<file path="src/rtl/seq_alu_pkg.sv">
// Shared types and defaults for the seq_alu execute stage.
// Opcode encoding matches the 3-bit Op field driven by the decoder.
package seq_alu_pkg;

  localparam int WIDTH_DEF   = 16;
  localparam int SHAMT_W_DEF = 4;

  typedef enum logic [2:0] {
    OP_ADD  = 3'b000,
    OP_AND  = 3'b001,
    OP_NOT  = 3'b010,
    OP_PASS = 3'b011,
    OP_MUL  = 3'b100,
    OP_MULH = 3'b101,
    OP_SLL  = 3'b110,
    OP_SRA  = 3'b111
  } op_t;

  typedef enum logic [1:0] {
    IDLE = 2'd0,
    RUN  = 2'd1,
    DONE = 2'd2
  } state_t;

  function automatic logic is_iter(input op_t op);
    return op inside {OP_MUL, OP_MULH, OP_SLL, OP_SRA};
  endfunction

  function automatic logic is_shift(input op_t op);
    return op inside {OP_SLL, OP_SRA};
  endfunction

endpackage

</file>
<file path="src/rtl/seq_alu_if.sv">
// Request / write-back bundle between the register file side and seq_alu.
// The master issues requests; the slave (seq_alu) returns the write-back.
interface seq_alu_if #(
  parameter int WIDTH = seq_alu_pkg::WIDTH_DEF
);
  logic             Start;
  logic [2:0]       Op;
  logic [WIDTH-1:0] A;
  logic [WIDTH-1:0] B;
  logic [2:0]       DR_In;
  logic             Busy;
  logic             Done;
  logic             Wr_En;
  logic [2:0]       Wr_DR;
  logic [WIDTH-1:0] Wr_Data;
  logic             N;
  logic             Z;
  logic             P;

  modport master (
    output Start, Op, A, B, DR_In,
    input  Busy, Done, Wr_En, Wr_DR, Wr_Data, N, Z, P
  );

  modport slave (
    input  Start, Op, A, B, DR_In,
    output Busy, Done, Wr_En, Wr_DR, Wr_Data, N, Z, P
  );
endinterface

</file>
<file path="src/rtl/seq_alu_mul_shift_core.sv">
// Iterative datapath: shift-add unsigned multiplier and one-bit-per-cycle shifter.
// Exposes next-step values so the FSM can capture the final result on the last step.
module mul_shift_core
  import seq_alu_pkg::*;
#(
  parameter int WIDTH   = WIDTH_DEF,
  parameter int SHAMT_W = SHAMT_W_DEF
) (
  input  logic               clk,
  input  logic               rst_n,
  input  logic               load,
  input  logic               step,
  input  op_t                op,
  input  logic [WIDTH-1:0]   a,
  input  logic [WIDTH-1:0]   b,
  output logic [2*WIDTH-1:0] acc_nxt,
  output logic [WIDTH-1:0]   sreg_nxt,
  output logic               cnt_zero
);

  localparam int CNT_W = SHAMT_W + 1;

  logic [2*WIDTH-1:0] acc;
  logic [2*WIDTH-1:0] mcand;
  logic [2*WIDTH-1:0] mcand_nxt;
  logic [WIDTH-1:0]   sreg;
  logic [CNT_W-1:0]   cnt;

  // The counter reaches zero as a result of the current step.
  assign cnt_zero = (cnt == CNT_W'(1));

  always_comb begin
    // NOTE: every combinational output gets a default first so no path infers a latch.
    acc_nxt   = acc;
    mcand_nxt = mcand;
    sreg_nxt  = sreg;
    case (op)
      OP_MUL, OP_MULH: begin
        if (sreg[0]) acc_nxt = acc + mcand;
        mcand_nxt = mcand << 1;
        sreg_nxt  = sreg >> 1;
      end
      OP_SLL:  sreg_nxt = {sreg[WIDTH-2:0], 1'b0};
      OP_SRA:  sreg_nxt = {sreg[WIDTH-1], sreg[WIDTH-1:1]};
      default: ;
    endcase
  end

  always_ff @(posedge clk or negedge rst_n) begin
    // NOTE: datapath registers are reset too, so the block comes up in a known state.
    if (!rst_n) begin
      acc   <= '0;
      mcand <= '0;
      sreg  <= '0;
      cnt   <= '0;
    end else if (load) begin
      case (op)
        OP_MUL, OP_MULH: begin
          acc   <= '0;
          mcand <= {{WIDTH{1'b0}}, a};
          sreg  <= b;
          cnt   <= CNT_W'(WIDTH);
        end
        OP_SLL, OP_SRA: begin
          sreg <= a;
          cnt  <= {1'b0, b[SHAMT_W-1:0]};
        end
        default: ;
      endcase
    end else if (step) begin
      // NOTE: non-blocking assignments keep all state updates simultaneous at the edge.
      acc   <= acc_nxt;
      mcand <= mcand_nxt;
      sreg  <= sreg_nxt;
      cnt   <= cnt - CNT_W'(1);
    end
  end

endmodule

</file>
<file path="src/rtl/seq_alu.sv">
// Multi-cycle execute stage: FSM, single-cycle ops and NZP condition codes.
// Iterative ops run in mul_shift_core; write-back is a one-cycle Wr_En pulse.
module seq_alu
  import seq_alu_pkg::*;
#(
  parameter int WIDTH   = WIDTH_DEF,
  parameter int SHAMT_W = SHAMT_W_DEF
) (
  input logic     Clk,
  input logic     Reset,
  seq_alu_if.slave bus
);

  state_t             state;
  op_t                op_q;
  logic [2:0]         dr_q;
  op_t                op_in;
  op_t                core_op;
  logic               load;
  logic               step;
  logic               iter_go;
  logic               fin_go;
  logic               cnt_zero;
  logic [2*WIDTH-1:0] acc_nxt;
  logic [WIDTH-1:0]   sreg_nxt;
  logic [WIDTH-1:0]   alu_res;
  logic [WIDTH-1:0]   iter_res;
  logic [WIDTH-1:0]   fin_data;
  logic [2:0]         fin_dr;

  function automatic logic [2:0] nzp_of(input logic [WIDTH-1:0] v);
    return {v[WIDTH-1], v == '0, !v[WIDTH-1] && (v != '0)};
  endfunction

  assign op_in   = op_t'(bus.Op);
  assign core_op = (state == IDLE) ? op_in : op_q;
  // A zero shift amount completes straight from IDLE with result = A.
  assign iter_go = is_iter(op_in) && !(is_shift(op_in) && (bus.B[SHAMT_W-1:0] == '0));
  assign load    = (state == IDLE) && bus.Start && is_iter(op_in);
  assign step    = (state == RUN);
  assign fin_go  = ((state == IDLE) && bus.Start && !iter_go) ||
                   ((state == RUN) && cnt_zero);

  always_comb begin
    alu_res = bus.A;
    case (op_in)
      OP_ADD:  alu_res = bus.A + bus.B;
      OP_AND:  alu_res = bus.A & bus.B;
      OP_NOT:  alu_res = ~bus.A;
      default: alu_res = bus.A;
    endcase
  end

  always_comb begin
    iter_res = sreg_nxt;
    case (op_q)
      OP_MUL:  iter_res = acc_nxt[WIDTH-1:0];
      OP_MULH: iter_res = acc_nxt[2*WIDTH-1:WIDTH];
      default: iter_res = sreg_nxt;
    endcase
  end

  assign fin_data = (state == RUN) ? iter_res : alu_res;
  assign fin_dr   = (state == RUN) ? dr_q : bus.DR_In;

  mul_shift_core #(
    .WIDTH   (WIDTH),
    .SHAMT_W (SHAMT_W)
  ) u_core (
    .clk      (Clk),
    .rst_n    (Reset),
    .load     (load),
    .step     (step),
    .op       (core_op),
    .a        (bus.A),
    .b        (bus.B),
    .acc_nxt  (acc_nxt),
    .sreg_nxt (sreg_nxt),
    .cnt_zero (cnt_zero)
  );

  always_ff @(posedge Clk or negedge Reset) begin
    if (!Reset) begin
      state       <= IDLE;
      op_q        <= OP_ADD;
      dr_q        <= '0;
      bus.Busy    <= 1'b0;
      bus.Done    <= 1'b0;
      bus.Wr_En   <= 1'b0;
      bus.Wr_DR   <= '0;
      bus.Wr_Data <= '0;
      bus.N       <= 1'b0;
      bus.Z       <= 1'b1;
      bus.P       <= 1'b0;
    end else begin
      bus.Done  <= 1'b0;
      bus.Wr_En <= 1'b0;
      case (state)
        IDLE: begin
          if (bus.Start) begin
            op_q     <= op_in;
            dr_q     <= bus.DR_In;
            bus.Busy <= 1'b1;
            if (iter_go) state <= RUN;
          end
        end
        RUN: ;
        DONE: begin
          state    <= IDLE;
          bus.Busy <= 1'b0;
        end
        default: state <= IDLE;
      endcase
      if (fin_go) begin
        state                 <= DONE;
        bus.Done              <= 1'b1;
        bus.Wr_En             <= 1'b1;
        bus.Wr_DR             <= fin_dr;
        bus.Wr_Data           <= fin_data;
        {bus.N, bus.Z, bus.P} <= nzp_of(fin_data);
      end
    end
  end

endmodule

</file>
<file path="src/flat_wrapper.sv">
// flat-port wrapper written by rule: the top's interface ports become plain ports
module seq_alu_flat import seq_alu_pkg::*;
#(
  parameter int WIDTH   = WIDTH_DEF,
  parameter int SHAMT_W = SHAMT_W_DEF
)
  (Clk, Reset, bus_Start, bus_Op, bus_A, bus_B, bus_DR_In, bus_Busy, bus_Done, bus_Wr_En, bus_Wr_DR, bus_Wr_Data, bus_N, bus_Z, bus_P);
  seq_alu_if #(.WIDTH(WIDTH)) bus_i ();
  input logic Clk;
  input logic Reset;
  input wire logic [$bits(bus_i.Start)-1:0] bus_Start;
  input wire logic [$bits(bus_i.Op)-1:0] bus_Op;
  input wire logic [$bits(bus_i.A)-1:0] bus_A;
  input wire logic [$bits(bus_i.B)-1:0] bus_B;
  input wire logic [$bits(bus_i.DR_In)-1:0] bus_DR_In;
  output wire logic [$bits(bus_i.Busy)-1:0] bus_Busy;
  output wire logic [$bits(bus_i.Done)-1:0] bus_Done;
  output wire logic [$bits(bus_i.Wr_En)-1:0] bus_Wr_En;
  output wire logic [$bits(bus_i.Wr_DR)-1:0] bus_Wr_DR;
  output wire logic [$bits(bus_i.Wr_Data)-1:0] bus_Wr_Data;
  output wire logic [$bits(bus_i.N)-1:0] bus_N;
  output wire logic [$bits(bus_i.Z)-1:0] bus_Z;
  output wire logic [$bits(bus_i.P)-1:0] bus_P;
  assign bus_i.Start = bus_Start;
  assign bus_i.Op = bus_Op;
  assign bus_i.A = bus_A;
  assign bus_i.B = bus_B;
  assign bus_i.DR_In = bus_DR_In;
  assign bus_Busy = bus_i.Busy;
  assign bus_Done = bus_i.Done;
  assign bus_Wr_En = bus_i.Wr_En;
  assign bus_Wr_DR = bus_i.Wr_DR;
  assign bus_Wr_Data = bus_i.Wr_Data;
  assign bus_N = bus_i.N;
  assign bus_Z = bus_i.Z;
  assign bus_P = bus_i.P;
  seq_alu #(.WIDTH(WIDTH), .SHAMT_W(SHAMT_W)) u_core (.Clk(Clk), .Reset(Reset), .bus(bus_i));
endmodule
</file>
<file path="config.mk">
export PLATFORM = sky130hd
export DESIGN_NAME = seq_alu_flat
export DESIGN_NICKNAME = d
export VERILOG_FILES = /design/src/rtl/seq_alu_pkg.sv /design/src/rtl/seq_alu_if.sv /design/src/rtl/seq_alu_mul_shift_core.sv /design/src/rtl/seq_alu.sv /design/src/flat_wrapper.sv
export SDC_FILE = /design/constraint.sdc
export NUM_CORES = 1
export LEC_CHECK = 0
export BUFFER_PORTS_ARGS = -buffer_cell sky130_fd_sc_hd__buf_2
export CAP_MARGIN = 40
export CORE_MARGIN = 3
export CORE_UTILIZATION = 53
export DETAILED_ROUTE_END_ITERATION = 6
export HOLD_SLACK_MARGIN = 0.15
export PLACE_DENSITY = 0.68
export SETUP_SLACK_MARGIN = 0.3
export SYNTH_ARGS = -nofsm -noshare
export SYNTH_HDL_FRONTEND = slang
export SYNTH_SLANG_ARGS = --single-unit
export TNS_END_PERCENT = 1
</file>
<file path="constraint.sdc">
create_clock -name Clk -period 4.95 [get_ports Clk]
set_clock_uncertainty 0.15 [all_clocks]
set_input_delay 0 -clock Clk [delete_from_list [all_inputs] [get_ports Clk]]
set_output_delay 0 -clock Clk [all_outputs]
set_load 0.1 [all_outputs]
</file>
**Word level (Yosys, flattened, before mapping)**

Index checks and enable logic that the tools add are counted.

- Add/sub/neg operators: 3
- Equal/unequal tests: 21
- Muxes and demuxes: 28
- Bitwise logic cells: 2
- Reduce and logical (&&, ||, !) cells: 28

Operators by type and width:

| kind | count |
|---|---|
| $mux 32 | 9 |
| $pmux 16 s3 | 2 |
| $pmux 16 s2 | 2 |
| $mux 16 | 3 |
| $add 32x32->32 | 1 |
| $eq 3x3->1 const B | 10 |
| $add 16x16->16 | 1 |
| $and 16x16->16 | 1 |
| $logic_not 16->1 | 1 |
| $not 16->16 | 1 |
| $reduce_bool 16->1 | 1 |
| $mux 5 | 2 |
| $pmux 5 s2 | 1 |
| $reduce_and 2->1 | 5 |
| $logic_and 1x1->1 | 7 |
| $mux 2 | 3 |
| $mux 3 | 2 |
| $ne 3x1->1 const B | 2 |
| $reduce_bool 2->1 | 3 |
| $eq 5x1->1 const B | 1 |
| $sub 5x1->5 const B | 1 |
| $logic_not 4->1 | 1 |
| $ne 2x1->1 const B | 2 |
| $pmux 2 s2 | 1 |
| 15 further kinds | 19 |

- Register bits: 117
- Input port bits: 41
- Output and inout bits: 25
- Logic and storage cells: 96

**Depth between registers and ports, before layout**

- Depth in word-level cells: 10
- Depth in mapped cells: 12
- Gate-level depth less buffers: 12

**Cells and area by module**

A second synthesis with hierarchy kept.

- Cell total of the unflattened synthesis: 1129
- Area, all modules: 9213.8 sq um

By module, submodules not included:

| module | times used | cells each | area each (sq um) | sequential area each (sq um) |
|---|---|---|---|---|
| mul_shift_core | 1 | 741 | 6072.1 | 2127.0 |
| seq_alu | 1 | 388 | 3141.8 | 777.0 |

**Worst setup path before layout**

OpenSTA, ideal clock, no wires.

- Kind: flip-flop to flip-flop
- From: reg u_core.u_core.acc[0]
- To: reg u_core.bus.P
- Setup time: 0.124 ns
- Data arrival time: 3.529 ns
- Data required time: 4.676 ns
- Setup slack: 1.147 ns
- Stages on the path, launching flop included: 13
- Buffers on the path: 0
- Period minus slack after synthesis: 3.803 ns
- Path through: dfrtp_1 ha_1 fa_1 a21o_1 a221oi_4 nor3b_2 or3_1 a311oi_2 xnor2_1 a221o_1 nand4bb_1 or4_4 o31a_1

- Cells in the longest elaborated chain, start to end: 7
- Elaborated cells on any way between the ends: 8
- Classes of those cells: 1 x add/sub; 4 x mux; 3 x reduce/logical

Ends and longest elaborated chain:

| what | line | RTL |
|---|---|---|
| start, declared | seq_alu_mul_shift_core.sv:23 | `logic [2*WIDTH-1:0] acc;` |
| start signal, assigned | seq_alu_mul_shift_core.sv:72 | `acc <= acc_nxt;` |
| $add 32x32->32 | seq_alu_mul_shift_core.sv:39 | `if (sreg[0]) acc_nxt = acc + mcand;` |
| $mux 32 | seq_alu_mul_shift_core.sv:39 |  |
| $mux 32 (*) | seq_alu_mul_shift_core.sv:37 | `case (op)` |
| $pmux 16 s2 (*) | seq_alu.sv:56 | `case (op_q)` |
| $mux 16 (*) | seq_alu.sv:63 | `assign fin_data = (state == RUN) ? iter_res : alu_res;` |
| $reduce_bool 16->1 or $logic_not 1->1 (tied branches) | seq_alu.sv:32 | `return {v[WIDTH-1], v == '0, !v[WIDTH-1] && (v != '0)};` |
| $logic_and 1x1->1 (*) | seq_alu.sv:32 |  |
| end signal, assigned | seq_alu.sv:120 | `{bus.N, bus.Z, bus.P} <= nzp_of(fin_data);` |
| end, declared | seq_alu_if.sv:27 | `output Busy, Done, Wr_En, Wr_DR, Wr_Data, N, Z, P` |

Mark *: on every way between the ends. The rest lies on a longest branch, timed or not.
A chain may end at the register's enable or synchronous reset.

**Worst setup path after layout**

Same ends and word-level chain as after synthesis.

==> results.sh <==
export IMPL_synth_edf_count=0
export IMPL_antenna_found_initial=1
export IMPL_avgViaCountPerCell=6.69
export IMPL_yosysSeqAreaShare_pct=31.9
export IMPL_portBuffers=65
export IMPL_synth_seq_cells=116
export IMPL_synthDominantCellAreaShare_pct=31.6
export IMPL_syn2layout_area_growth_pct=19.7
export IMPL_syn_inst=1094
export IMPL_clock_sinks=116
export IMPL_num_fill_cells=1465
export IMPL_startpoint="u_core.u_core.acc[0]"
export IMPL_dieArea_um2=18800
export IMPL_hold_viol=0
export IMPL_tns_ns=0
export IMPL_slew_headroom_pct=40.6
export IMPL_syn_nets=1186
export IMPL_ys_warn_count=0
export IMPL_drtIter0Drc=1160
export IMPL_die_y_um=137
export IMPL_grt_overflow=0
export IMPL_cts_buffers=17
export IMPL_worstSetupPathType="flop to flop"
export IMPL_worst_ep_arrival_time_ns=4.36
export IMPL_grt_max_degree=54
export IMPL_rr_startpoint="u_core.u_core.acc[0]"
export IMPL_drive_gt1_share_pct=12.3
export IMPL_dp_hpwl_um=24900
export IMPL_required_ns=5.11
export IMPL_leakage_nw=4.74
export IMPL_die_width_um=137
export IMPL_drv_cap=0
export IMPL_nNetsFinal=1284
export IMPL_synth_area_per_cell_um2=8.31
export IMPL_status="completed"
export IMPL_rows=47
export IMPL_yosys_area_top_type="dfrtp_1"
export IMPL_cts_buffer_depth=2
export IMPL_worstSkewPairLatency_ns=0.43
export IMPL_ys_top_cells_by_count="nand2_1, dfrtp_1, a21oi_1"
export IMPL_routed_wl_um=33000
export IMPL_gp_congestion=1.04
export IMPL_worst_pin_slew_ns=0.885
export IMPL_area_sequential_um2=2900
export IMPL_timing_final_crit_period_ns=4.21
export IMPL_netlist_area_um2=9090
export IMPL_rsz0062_at_grt="false"
export IMPL_cts_tree="yes"
export IMPL_diodes=0
export IMPL_yosysMostFrequentCell="nand2_1"
export IMPL_synth_flop_cell="dfrtp_1"
export IMPL_synth_distinct_cells=79
export IMPL_slew_violations=0
export IMPL_io_pins=66
export IMPL_setup_viol=0
export IMPL_yosys_top_cells_area="dfrtp_1, ha_1, nand2_1, a21oi_1, o21ai_0"
export IMPL_post_route_period_util_pct=85.0
export IMPL_powerDensity_nw_per_um2=591
export IMPL_timing_rr_end="u_core.bus.P"
export IMPL_fmax_mhz=238
export IMPL_ff2ff_path_depth=12
export IMPL_p_total_w=0.00644
export IMPL_via_count=9539
export IMPL_grtUsageTotal_pct=35.6
export IMPL_multiInputGateArea_um2=5830
export IMPL_reg2reg_slack_ns=0.74
export IMPL_grt_pass1_wl_um=50900
export IMPL_cts_setup_buffers=0
export IMPL_clk_pin_slew_ns=0.06
export IMPL_endpoint="u_core.bus.P"
export IMPL_initial_core_util_pct=54.4
export IMPL_drt_first_pass_iters=5
export IMPL_core_area_um2=16700
export IMPL_min_path_type="primary input to flop"
export IMPL_async_flop_share_pct=100
export IMPL_wire_per_inst_um=23.1
export IMPL_cp_start_kind="flop"
export IMPL_drcViolationCount=0
export IMPL_crit_fanout=6
export IMPL_cts_root_buf="clkbuf_16"
export IMPL_end_kind="flop"
export IMPL_drt_antenna_violating_nets=0
export IMPL_first_global_vias=8725
export IMPL_htree_levels=4
export IMPL_ir_drop_v=0.000654
-- placed cells by master, fill, tap and decap left out, types with 6 or more instances in the layout --
master,synthesis,layout
xor2_1,16,16
inv_1,29,29
a22o_1,37,37
mux2_2,7,7
and3_1,11,11
dlygate4sd3_1,0,58
clkbuf_16,0,17
o21bai_1,8,8
buf_2,5,64
a21o_1,19,19
a31oi_1,16,16
nor2b_1,8,7
a22oi_1,6,6
a21oi_1,97,96
and2_1,7,7
ha_1,49,49
mux2i_1,35,34
a221oi_1,8,8
o31ai_1,10,10
o22ai_1,10,10
a222oi_1,8,8
o211ai_1,13,13
o21ai_0,92,92
buf_4,2,20
nand3_1,32,32
nor3_1,20,20
o221ai_1,10,10
nand2b_1,9,9
o21a_1,9,9
a2111oi_0,6,6
dfrtp_1,115,115
o31a_1,6,6
a211oi_1,16,16
nor2_1,70,69
xnor2_1,20,20
or3_1,10,10
nand2_1,134,134
nand4_1,11,11
-- power breakdown --
group          internal (W)  switching, W  total [W]  leakage [nW]
clock network      0.000754      0.000500    0.00125         0.292
logic               0.00111       0.00248    0.00359          2.95
registers           0.00127      0.000324    0.00160          1.49
total               0.00314       0.00330    0.00644          4.74
-- repair_timing --
| action | in CTS | in global routing |
|---|---|---|
| hold endpoints to repair | 126 | 0 |
| resized for setup | 0 | 0 |
| hold buffers | 59 | 0 |
-- stage by stage --
| stage | hold WS [ns] | util, % | instance area [um^2] | cells | setup slack [ns] |
|---|---|---|---|---|---|
| finish | 0.241 | 65.2 | 10900 | 1425 | 0.742 |
| global route | 0.255 | 65.2 | 10900 | 1425 | 0.587 |
| CTS | 0.231 | 65.2 | 10900 | 1425 | 0.796 |
| detailed placement | -0.210 | 58.0 | 9690 | 1334 | 0.807 |
| global placement | 0.0663 | 57.4 | 9580 | 1328 | 0.895 |
| floorplan | -0.446 | - | 9090 | 1094 | 1.15 |
-- final cells by class --
cell class / instances / share of cell area, %
Multi-Input combinational cell: 880 / 53.6
Sequential cell: 116 / 26.7
Timing Repair Buffer: 148 / 10.7
Clock buffer: 17 / 3.91
Tap cell: 220 / 2.53
Clock inverter: 15 / 1.56
Inverter: 29 / 1.00
-- kinds of logic after synthesis --
group | count (synthesis) | synth area share (%)
compound gates | 416 | 30.9
simple gates | 334 | 17.3
flops | 116 | 31.9
buf+inv | 98 | 4.28
fa+ha+maj | 51 | 7.18
mux | 43 | 4.87
xor+xnor | 36 | 3.47
-- worst min path at each step --
stage / endpoint / slack, ns / startpoint / cells after the start
after global placement: u_core.dr_q[0] / 0.07 / Reset / 1
after floorplan: u_core.bus.Busy / -0.45 / Reset / 0
after detailed placement: u_core.dr_q[0] / -0.21 / Reset / 1
after global routing: u_core.bus.Wr_DR[2] / 0.26 / bus_DR_In[2] / 4
final: u_core.bus.Wr_DR[0] / 0.24 / bus_DR_In[0] / 4
after CTS: u_core.bus.Wr_DR[2] / 0.23 / bus_DR_In[2] / 4
-- worst max-delay path, cell delays in order (launching register included) --
cell and delay, ns:
dfrtp_1 0.40, ha_1 0.24, fa_1 0.41, a21o_1 0.21, a221oi_4 0.41, o41a_1 0.27, a21oi_1 0.13, nor2_1 0.16
xnor2_1 0.15, a221oi_1 0.60, nand4bb_1 0.17, or4_4 0.54, o31a_1 0.24
-- state kept, by name, indices dropped and copies added, names as in the netlist --
name	cells
u_core.bus.Done	1
u_core.bus.Wr_Data	15
u_core.bus.Busy	1
u_core.bus.N	1
u_core.bus.Z	1
u_core.state	2
u_core.u_core.sreg	16
u_core.u_core.mcand	32
u_core.bus.P	1
u_core.dr_q	3
u_core.bus.Wr_DR	3
u_core.u_core.cnt	5
u_core.op_q	3
u_core.u_core.acc	32
-- per-layer routing --
layer / part of all wire, % / vias to the layer above / GRT usage (%)
met3: 9.8 / 77 / 7.39
met5: 0.039 / - / 0
li1: - / 4355 / -
met2: 43 / 540 / 53.0
met1: 44 / 4565 / 51.5
met4: 3.2 / 2 / 12.0
Note: power is estimated with default switching activity, not from simulation.
